`src/rtl/vx_warp_ctl_pkg.sv`:
```
// Shared GPU control types: request payloads, barrier table entry,
// warp-control FSM states and a lowest-set-bit priority encoder.
package vx_warp_ctl_pkg;

   localparam int NUM_WARPS    = 4;
   localparam int NUM_THREADS  = 4;
   localparam int NUM_BARRIERS = 4;

   localparam int NW_BITS = $clog2(NUM_WARPS);
   localparam int NB_BITS = $clog2(NUM_BARRIERS);
   // Widths clamped to at least one bit so single-warp/single-barrier builds still elaborate.
   localparam int NW_W = (NW_BITS > 0) ? NW_BITS : 1;
   localparam int NB_W = (NB_BITS > 0) ? NB_BITS : 1;

   typedef struct packed {
      logic                   valid;
      logic [NUM_THREADS-1:0] tmask;
   } gpu_tmc_t;

   typedef struct packed {
      logic                 valid;
      logic [NUM_WARPS-1:0] wmask;
      logic [31:0]          pc;
   } gpu_wspawn_t;

   typedef struct packed {
      logic            valid;
      logic [NB_W-1:0] id;
      logic [NW_W-1:0] size_m1;
   } gpu_barrier_t;

   localparam int GPU_TMC_BITS     = $bits(gpu_tmc_t);
   localparam int GPU_WSPAWN_BITS  = $bits(gpu_wspawn_t);
   localparam int GPU_BARRIER_BITS = $bits(gpu_barrier_t);

   // One barrier slot: number of warps already waiting and which ones.
   typedef struct packed {
      logic [NW_W-1:0]      count;
      logic [NUM_WARPS-1:0] mask;
   } barrier_entry_t;

   typedef enum logic [0:0] {
      ST_IDLE  = 1'b0,
      ST_SPAWN = 1'b1
   } warp_ctl_state_e;

   // Index of the lowest set bit; 0 when the mask is empty.
   function automatic logic [NW_W-1:0] lowest_set(input logic [NUM_WARPS-1:0] m);
      logic [NW_W-1:0] idx;
      idx = '0;
      for (int i = NUM_WARPS - 1; i >= 0; i--) begin
         if (m[i]) idx = NW_W'(i);
      end
      return idx;
   endfunction

endpackage

```
`src/rtl/vx_warp_ctl_barrier_table.sv`:
```
// Barrier table: per-id arrival count and wait mask. An arrival either
// joins the wait set or, when it completes the group, releases it.
module vx_warp_ctl_barrier_table
   import vx_warp_ctl_pkg::*;
(
   input  logic                 clk_i,
   input  logic                 rst_ni,
   input  logic                 arrive_i,
   input  logic [NB_W-1:0]      id_i,
   input  logic [NW_W-1:0]      size_m1_i,
   input  logic [NW_W-1:0]      wid_i,
   output logic [NUM_WARPS-1:0] release_mask_o,
   output logic                 stall_o
);

   barrier_entry_t table_q [NUM_BARRIERS];
   barrier_entry_t entry_d;
   barrier_entry_t hit;

   assign hit = table_q[id_i];

   // Arrival logic for the addressed entry: release on the last arrival, else enlist.
   always_comb begin
      entry_d        = hit;
      release_mask_o = '0;
      stall_o        = 1'b0;
      if (arrive_i) begin
         if (hit.count == size_m1_i) begin
            entry_d        = '0;
            release_mask_o = hit.mask;
         end else begin
            entry_d.count         = hit.count + 1'b1;
            entry_d.mask[wid_i]   = 1'b1;
            stall_o               = 1'b1;
         end
      end
   end

   // Table storage; only the addressed entry changes, so other ids stay untouched.
   always_ff @(posedge clk_i or negedge rst_ni) begin
      if (!rst_ni) begin
         for (int i = 0; i < NUM_BARRIERS; i++) table_q[i] <= '0;
      end else if (arrive_i) begin
         table_q[id_i] <= entry_d;
      end
   end

endmodule

```
`src/rtl/vx_warp_ctl.sv`:
```
// Warp-control responder: applies tmc/wspawn/barrier requests to the
// active, thread and stall masks and sequences spawn starts to fetch.
module vx_warp_ctl
   import vx_warp_ctl_pkg::*;
(
   input  logic                             clk_i,
   input  logic                             rst_ni,
   input  logic                             req_valid_i,
   input  logic [NW_W-1:0]                  req_wid_i,
   input  logic [GPU_TMC_BITS-1:0]          req_tmc_i,
   input  logic [GPU_WSPAWN_BITS-1:0]       req_wspawn_i,
   input  logic [GPU_BARRIER_BITS-1:0]      req_barrier_i,
   output logic                             req_ready_o,
   output logic [NUM_WARPS-1:0]             active_warps_o,
   output logic [NUM_WARPS-1:0]             stalled_warps_o,
   output logic [NUM_WARPS*NUM_THREADS-1:0] thread_masks_o,
   output logic                             start_valid_o,
   input  logic                             start_ready_i,
   output logic [NW_W-1:0]                  start_wid_o,
   output logic [31:0]                      start_pc_o
);

   gpu_tmc_t        tmc;
   gpu_wspawn_t     wspawn;
   gpu_barrier_t    bar;

   warp_ctl_state_e      state_q, state_d;
   logic [NUM_WARPS-1:0] active_q, active_d;
   logic [NUM_WARPS-1:0] stalled_q, stalled_d;
   logic [NUM_THREADS-1:0] tmask_q [NUM_WARPS];
   logic [NUM_THREADS-1:0] tmask_d [NUM_WARPS];
   logic [NUM_WARPS-1:0] spawn_mask_q, spawn_mask_d;
   logic [31:0]          spawn_pc_q, spawn_pc_d;
   logic                 start_valid_q, start_valid_d;
   logic [NW_W-1:0]      start_wid_q, start_wid_d;

   logic                 req_fire;
   logic                 do_tmc;
   logic                 do_wspawn;
   logic                 do_bar;
   logic                 start_fire;
   logic [NUM_WARPS-1:0] release_mask;
   logic                 bar_stall;
   logic [NUM_WARPS-1:0] spawn_first;
   logic [NUM_WARPS-1:0] spawn_rest;

   assign tmc    = gpu_tmc_t'(req_tmc_i);
   assign wspawn = gpu_wspawn_t'(req_wspawn_i);
   assign bar    = gpu_barrier_t'(req_barrier_i);

   // Requests are only taken in IDLE; payloads are mutually exclusive, tmc first.
   assign req_fire   = req_valid_i && (state_q == ST_IDLE);
   assign do_tmc     = req_fire && tmc.valid;
   assign do_wspawn  = req_fire && !tmc.valid && wspawn.valid;
   assign do_bar     = req_fire && !tmc.valid && !wspawn.valid && bar.valid;
   assign start_fire = start_valid_q && start_ready_i;

   // The issuing warp never spawns itself.
   assign spawn_first = wspawn.wmask & ~(NUM_WARPS'(1) << req_wid_i);
   assign spawn_rest  = spawn_mask_q & ~(NUM_WARPS'(1) << start_wid_q);

   vx_warp_ctl_barrier_table u_barrier_table (
      .clk_i          (clk_i),
      .rst_ni         (rst_ni),
      .arrive_i       (do_bar),
      .id_i           (bar.id),
      .size_m1_i      (bar.size_m1),
      .wid_i          (req_wid_i),
      .release_mask_o (release_mask),
      .stall_o        (bar_stall)
   );

   // Spawn FSM: latch the mask, hand out one start per handshake, then one
   // trailing cycle with an empty mask before returning to IDLE.
   always_comb begin
      state_d       = state_q;
      spawn_mask_d  = spawn_mask_q;
      spawn_pc_d    = spawn_pc_q;
      start_valid_d = start_valid_q;
      start_wid_d   = start_wid_q;
      case (state_q)
         ST_IDLE: begin
            if (do_wspawn) begin
               state_d       = ST_SPAWN;
               spawn_mask_d  = spawn_first;
               spawn_pc_d    = wspawn.pc;
               start_valid_d = |spawn_first;
               start_wid_d   = lowest_set(spawn_first);
            end
         end
         ST_SPAWN: begin
            if (spawn_mask_q == '0) begin
               state_d       = ST_IDLE;
               start_valid_d = 1'b0;
            end else if (start_fire) begin
               spawn_mask_d  = spawn_rest;
               start_valid_d = |spawn_rest;
               if (spawn_rest != '0) start_wid_d = lowest_set(spawn_rest);
            end
         end
         default: state_d = ST_IDLE;
      endcase
   end

   // Warp state updates from tmc, barrier arrivals and spawn handshakes.
   always_comb begin
      active_d  = active_q;
      tmask_d   = tmask_q;
      stalled_d = stalled_q & ~release_mask;
      if (do_tmc) begin
         tmask_d[req_wid_i] = tmc.tmask;
         if (tmc.tmask == '0) active_d[req_wid_i] = 1'b0;
      end
      if (bar_stall) stalled_d[req_wid_i] = 1'b1;
      if (start_fire) begin
         active_d[start_wid_q] = 1'b1;
         tmask_d[start_wid_q]  = NUM_THREADS'(1);
      end
   end

   // State registers; reset leaves only warp 0 running with thread 0.
   always_ff @(posedge clk_i or negedge rst_ni) begin
      if (!rst_ni) begin
         state_q       <= ST_IDLE;
         active_q      <= NUM_WARPS'(1);
         stalled_q     <= '0;
         for (int i = 0; i < NUM_WARPS; i++) tmask_q[i] <= '0;
         tmask_q[0]    <= NUM_THREADS'(1);
         spawn_mask_q  <= '0;
         spawn_pc_q    <= '0;
         start_valid_q <= 1'b0;
         start_wid_q   <= '0;
      end else begin
         state_q       <= state_d;
         active_q      <= active_d;
         stalled_q     <= stalled_d;
         tmask_q       <= tmask_d;
         spawn_mask_q  <= spawn_mask_d;
         spawn_pc_q    <= spawn_pc_d;
         start_valid_q <= start_valid_d;
         start_wid_q   <= start_wid_d;
      end
   end

   assign req_ready_o     = (state_q == ST_IDLE);
   assign active_warps_o  = active_q;
   assign stalled_warps_o = stalled_q;
   assign start_valid_o   = start_valid_q;
   assign start_wid_o     = start_wid_q;
   assign start_pc_o      = spawn_pc_q;

   genvar gi;
   generate
      for (gi = 0; gi < NUM_WARPS; gi++) begin : g_tmask_out
         assign thread_masks_o[gi*NUM_THREADS +: NUM_THREADS] = tmask_q[gi];
      end
   endgenerate

endmodule
```
`config.mk`:
```
export PLATFORM = sky130hd
export DESIGN_NAME = vx_warp_ctl
export DESIGN_NICKNAME = d
export VERILOG_FILES = /design/src/rtl/vx_warp_ctl_pkg.sv /design/src/rtl/vx_warp_ctl_barrier_table.sv /design/src/rtl/vx_warp_ctl.sv
export SDC_FILE = /design/constraint.sdc
export NUM_CORES = 1
export LEC_CHECK = 0
export ABC_AREA = 1
export CAP_MARGIN = 40
export CORE_ASPECT_RATIO = 1.25
export CORE_UTILIZATION = 60
export DETAILED_ROUTE_END_ITERATION = 8
export DONT_BUFFER_PORTS = 1
export GPL_TIMING_DRIVEN = 1
export PLACE_DENSITY = 0.82
export SETUP_SLACK_MARGIN = 0.2
export SLEW_MARGIN = 15
export SYNTH_ARGS = -nofsm -noshare
export SYNTH_HDL_FRONTEND = slang
export SYNTH_SLANG_ARGS = --single-unit
export TNS_END_PERCENT = 50
```
`constraint.sdc`:
```
create_clock -name clk_i -period 1.9 [get_ports clk_i]
set_input_delay 0.475 -clock clk_i [delete_from_list [all_inputs] [get_ports clk_i]]
set_output_delay 0.475 -clock clk_i [all_outputs]
set_load 0.03 [all_outputs]
```
Word level (Yosys, flattened, before mapping)
Index checks and enable logic that the tools add are counted.
- register bits after elaboration: 88
- logic and storage cells: 130
- add/sub/neg operators: 1
- $lt $le $gt $ge: 10
- equal/unequal tests: 6
- shift operators: 2
- mux-type cells: 51
- bitwise logic cells: 18
- reductions and logical operators: 23
- operator list (cell ; count):
    two-way mux 4 bit ; 11
    two-way mux 16 bit ; 2
    two-way mux 6 bit ; 5
    bitwise mux 24 bit ; 1
    two-way mux 2 bit ; 12
    bitwise AND 4 bit ; 4
    bitwise mux 16 bit ; 1
    demux 4 bit (select 2 bit) ; 2
    NOT 4 bit ; 4
    bitwise OR 4 bit ; 4
    bitwise AND 12 bit ; 1
    binary-select mux 6 bit (select 2 bit) ; 1
    demux 6 bit (select 2 bit) ; 1
    logical AND 1 bit ; 12
    NOT 12 bit ; 1
    >= comparator 3 bit (second input constant) ; 3
    less-than comparator 3 x 1 -> 1 bit (second input constant) ; 3
    two-way mux 1 bit ; 9
    NOT 2 -> 3 bit ; 3
    logical NOT 4 bit ; 2
    case mux 4 bit (2 select lines) ; 1
    OR reduction 4 bit ; 2
    left shift 1 x 2 -> 4 bit (first input constant) ; 2
    less-than comparator 2 x 3 -> 1 bit (second input constant) ; 2
    other kinds (15) ; 22

Longest topological paths before layout
- depth in word-level cells: 11
- mapped depth: 12
- depth with buffers taken out: 12

Cells and area by module
A second synthesis with hierarchy kept.
- cell total of the unflattened synthesis: 447
- area total of the unflattened synthesis: 4259.1 µm²
- by module, submodules not included (module ; instances ; cells an instance ; area an instance (µm²) ; seq. area each (µm²)):
    vx_warp_ctl ; 1 ; 266 ; 2899.0 ; 1604.0
    vx_warp_ctl_barrier_table ; 1 ; 181 ; 1360.1 ; 600.6

Worst setup path before layout
OpenSTA, ideal clock, no wires.
- path type: input -> register
- start: input port req_barrier_i[3]
- end: register u_barrier_table.table_q[0] in the netlist's numbering
- setup time: 125 ps
- arrival time: 1358 ps
- required time: 1775 ps
- slack: 417 ps
- stages on the path: 10
- buffers on the path: 2
- cells stage by stage: buf_2 -> inv_1 -> nand2_1 -> nand2_1 -> nand2_1 -> nand2_1 -> nand2_2 -> buf_4 -> o2111ai_1 -> nand2_1
- word-level cells in the longest chain between the ends: 8
- elaborated cells on any way between the ends: 14
- those cells by class: 2 x order compare; 1 x eq/ne; 8 x mux; 2 x bitwise; 1 x reduce/logical
- ends and longest elaborated chain (element ; RTL line ; text):
    start, declared ; vx_warp_ctl.sv:12 ; input logic [GPU_BARRIER_BITS-1:0] req_barrier_i,
    NOT 2 -> 3 bit (implied by the code) * ; vx_warp_ctl_barrier_table.sv:20, vx_warp_ctl_barrier_table.sv:44 ;
    binary-select mux 6 bit (select 2 bit) ; vx_warp_ctl_barrier_table.sv:20 ; assign hit = table_q[id_i];
    two-way mux 6 bit (implied by the code) (2 in a row) ; vx_warp_ctl_barrier_table.sv:20 ;
    == test 2 bit / bitwise OR 4 bit (equally long branches) ; n/a ;
    two-way mux 6 bit ; vx_warp_ctl_barrier_table.sv:28 ; if (hit.count == size_m1_i) begin
    two-way mux 6 bit ; vx_warp_ctl_barrier_table.sv:27 ; if (arrive_i) begin
    bitwise mux 24 bit * ; vx_warp_ctl_barrier_table.sv:44 ; table_q[id_i] <= entry_d;
    end signal, assigned by index ; vx_warp_ctl_barrier_table.sv:44 ;
    end, declared ; vx_warp_ctl_barrier_table.sv:16 ; barrier_entry_t table_q [NUM_BARRIERS];
Mark *: on every way between the ends. The rest lies on a longest branch, timed or not. The select of a mux whose other input is x is not followed.
A chain may end at the register's enable or synchronous reset.

==> impl_metrics.tcl <==
set metrics [dict create \
    hold_path_class "input pin to asynchronous set/reset pin" \
    rows 33 \
    area.growth.synth_to_final_pct 7.95 \
    route.detailed.vias_per_inst 5.66 \
    grt_pass1_wl_um 15200 \
    muxShareOfSynthArea_pct 0 \
    synth_cell_types 27 \
    ioPinCount 113 \
    drive_gt1_share_pct 9.20 \
    arrival_ns 1.94 \
    seq_power_share_pct 58.0 \
    grt_pass1_vias 3379 \
    drc 0 \
    slew_viol_final 0 \
    synth_compound_area_share_pct 10.4 \
    yosysTopAreaCell "dfrtp_1" \
    fin_tns_setup_ns 0 \
    final-hold-violation-count 88 \
    synthAdderAreaFrac_pct 0 \
    ys_ff_latch 88 \
    hpwlAfterDp_um 6660 \
    switching_power_uw 846 \
    crit_type "register to register" \
    slew-limit-headroom_pct 73.5 \
    synth_most_common_cell "nand2_1" \
    synth_top_cell_area_share_pct 52.8 \
    r2r_cells 7 \
    holdWs_ns -0.195 \
    start_util_pct 62.1 \
    vias 3445 \
    drtPass1Iterations 5 \
    cts_sinks 88 \
    antenna_found_initial 0 \
    grt_max_degree 89 \
    synth_edf_count 0 \
    drt_wl_total_um 9330 \
    crit_required_ns 2.17 \
    syn_area_per_cell_um2 7.99 \
    netlist_area_um2 4070 \
    start_kind "register" \
    cts_tree "done" \
    die_width_um 75.7 \
    synth_simple_gate_area_share_pct 29.3 \
    ant_nets 0 \
    core_um2 6570 \
    status "finished with violations" \
    clock_latency_ns 0.35 \
    p_int_uw 2550 \
    timing.rr.start "state_q" \
    setup-violations-final 0 \
    synth_top_family_by_area "simple AND/OR/NAND/NOR gates" \
    drtIter0Drc 282 \
    gp_congestion 0.904 \
    synthFlopType "dfrtp_1" \
    p_sw_share_pct 24.9 \
    final.period_utilization_pct 87.7 \
    max_freq_ghz 0.600 \
    r2r_slack_ns 0.23 \
    synthTopCellsByCount "nand2_1 (230), dfrtp_1 (86), inv_1 (42)" \
    ys_seq_area_share_pct 54.1 \
    cts_buffers 9 \
    cts.reportedPaths.clkPinSlew_ns 0.10 \
    placed_area_um2 4170 \
    ir_drop_uv 449 \
    clockRootBuffer "clkbuf_8" \
    rsz0062_at_grt "true" \
    track_usage_pct 28.3 \
    syn_inst 510 \
    maxCapViolCount 0 \
    worst_pin_slew_ns 0.397 \
    synth_area_leaders "dfrtp_1 (53%), nand2_1 (21%), inv_1 (3.9%)" \
    timing.rr.end "thread_masks_o[0]" \
    port_buffers 0 \
    antennaDiodeCount 0 \
    p_clk_share_pct 39.0 \
    p_per_area_nw_per_um2 773 \
    finClkSkew_ns 0.0150 \
    wl_per_cell_um 15.3 \
    dieHeight_um 94.1 \
    nNetsFinal 570 \
    p_leak_uw 0.00240 \
    async_flop_share_pct 100 \
    synth_xor_area_share_pct 0.215 \
    dieArea_um2 7130 \
    fin_area_um2 4400 \
    yosysWarnings 0 \
    combPwrFrac_pct 3.0 \
    violations "hold timing" \
    synth_fp_nets 563 \
    critPathCaptureType "register" \
    crit_fanout 7 \
    clockBufferDepth 2 \
    htreeDepth 3 \
    grt_overflow 0 \
    finalCriticalPeriod_ns 1.67 \
]
## routing by layer
metal	wire length (µm)	track usage (%)	vias to the layer above
met5	0	0	-
li1	-	-	1641
met3	730	6.33	30
met1	3750	35.4	1590
met4	264	14.8	0
met2	4580	45.0	184
## cell families after synthesis
| family | after synthesis |
|---|---|
| and+or+nand+nor | 291 |
| buffers and inverters | 59 |
| AOI/OAI and AO/OA | 71 |
| DFF | 88 |
| xor gates and xnor gates | 1 |
## worst max path at each step
stage | from | endpoint | slack, ns | cells past startpoint
2_1_floorplan | req_barrier_i[3] | u_barrier_table.table_q[0] | 0.42 | 10
3_3_place_gp | state_q | start_wid_o[0] | 0.32 | 7
3_5_place_dp | state_q | thread_masks_o[8] | 0.25 | 6
4_1_cts | state_q | thread_masks_o[8] | 0.26 | 7
5_1_grt | state_q | active_warps_o[2] | 0.14 | 7
6_report | state_q | thread_masks_o[0] | 0.23 | 7
## stage by stage
step	total power, µW	worst slack (ns)	util (%)	cells
floorplan	2080	0.417	-	510
global placement	2100	0.317	63.5	591
detailed placement	2110	0.251	63.5	591
CTS	3420	0.259	66.8	609
global route	3510	0.138	67.0	609
finish	3400	0.233	67.0	609
## power groups by stage
stage / clock (µW) / sequential, µW / combinational, µW
after floorplan: 0 / 2000 / 78.8
after global placement: 0 / 2010 / 93.2
final: 1330 / 1970 / 101
after CTS: 1350 / 1970 / 98.5
after detailed placement: 0 / 2010 / 99.0
after global routing: 1420 / 1980 / 113
## worst max-delay path, cell delays in order (launching register included)
cell and delay (ns):
dfrtp_2 0.43, buf_4 0.16, nor2_4 0.13, nand2_1 0.13, nor2_1 0.35, inv_1 0.12
a21oi_1 0.14, o21ai_0 0.13
## what timing repair did
item                       CTS  global route
hold endpoints to repair    88            88
buffers inserted             2             0
gates cloned                 0             0
pin swaps                    0             1
setup endpoints to repair    1            15
resized for setup            2             8
## final cells by class
cell class                 instances  area, µm²
clock inverter                     6       72.6
fill                             532       2170
sequential                        88       2210
timing repair buffer              10       78.8
clock buffer                      10        128
inverter                          45        173
tap                               87        109
multi-input combinational        363       1630
## layout by cell type, fill, tap and decap left out, types with 5 or more instances in the layout
cell,n
clkbuf_8,9
nand2_1,230
a21oi_1,19
nand3_1,22
inv_1,39
nor2_1,23
nor2_2,5
inv_2,5
dfrtp_1,83
o21ai_0,30
buf_4,9
o2111ai_1,16
## flip-flops by register name, summed over array words and instances, names as in the netlist
signal,cells
start_pc_o,32
u_barrier_table.table_q,24
thread_masks_o,16
active_warps_o,4
spawn_mask_q,4
stalled_warps_o,4
start_wid_o,2
start_valid_o,1
state_q,1
Power figures use the tool's default switching activity.
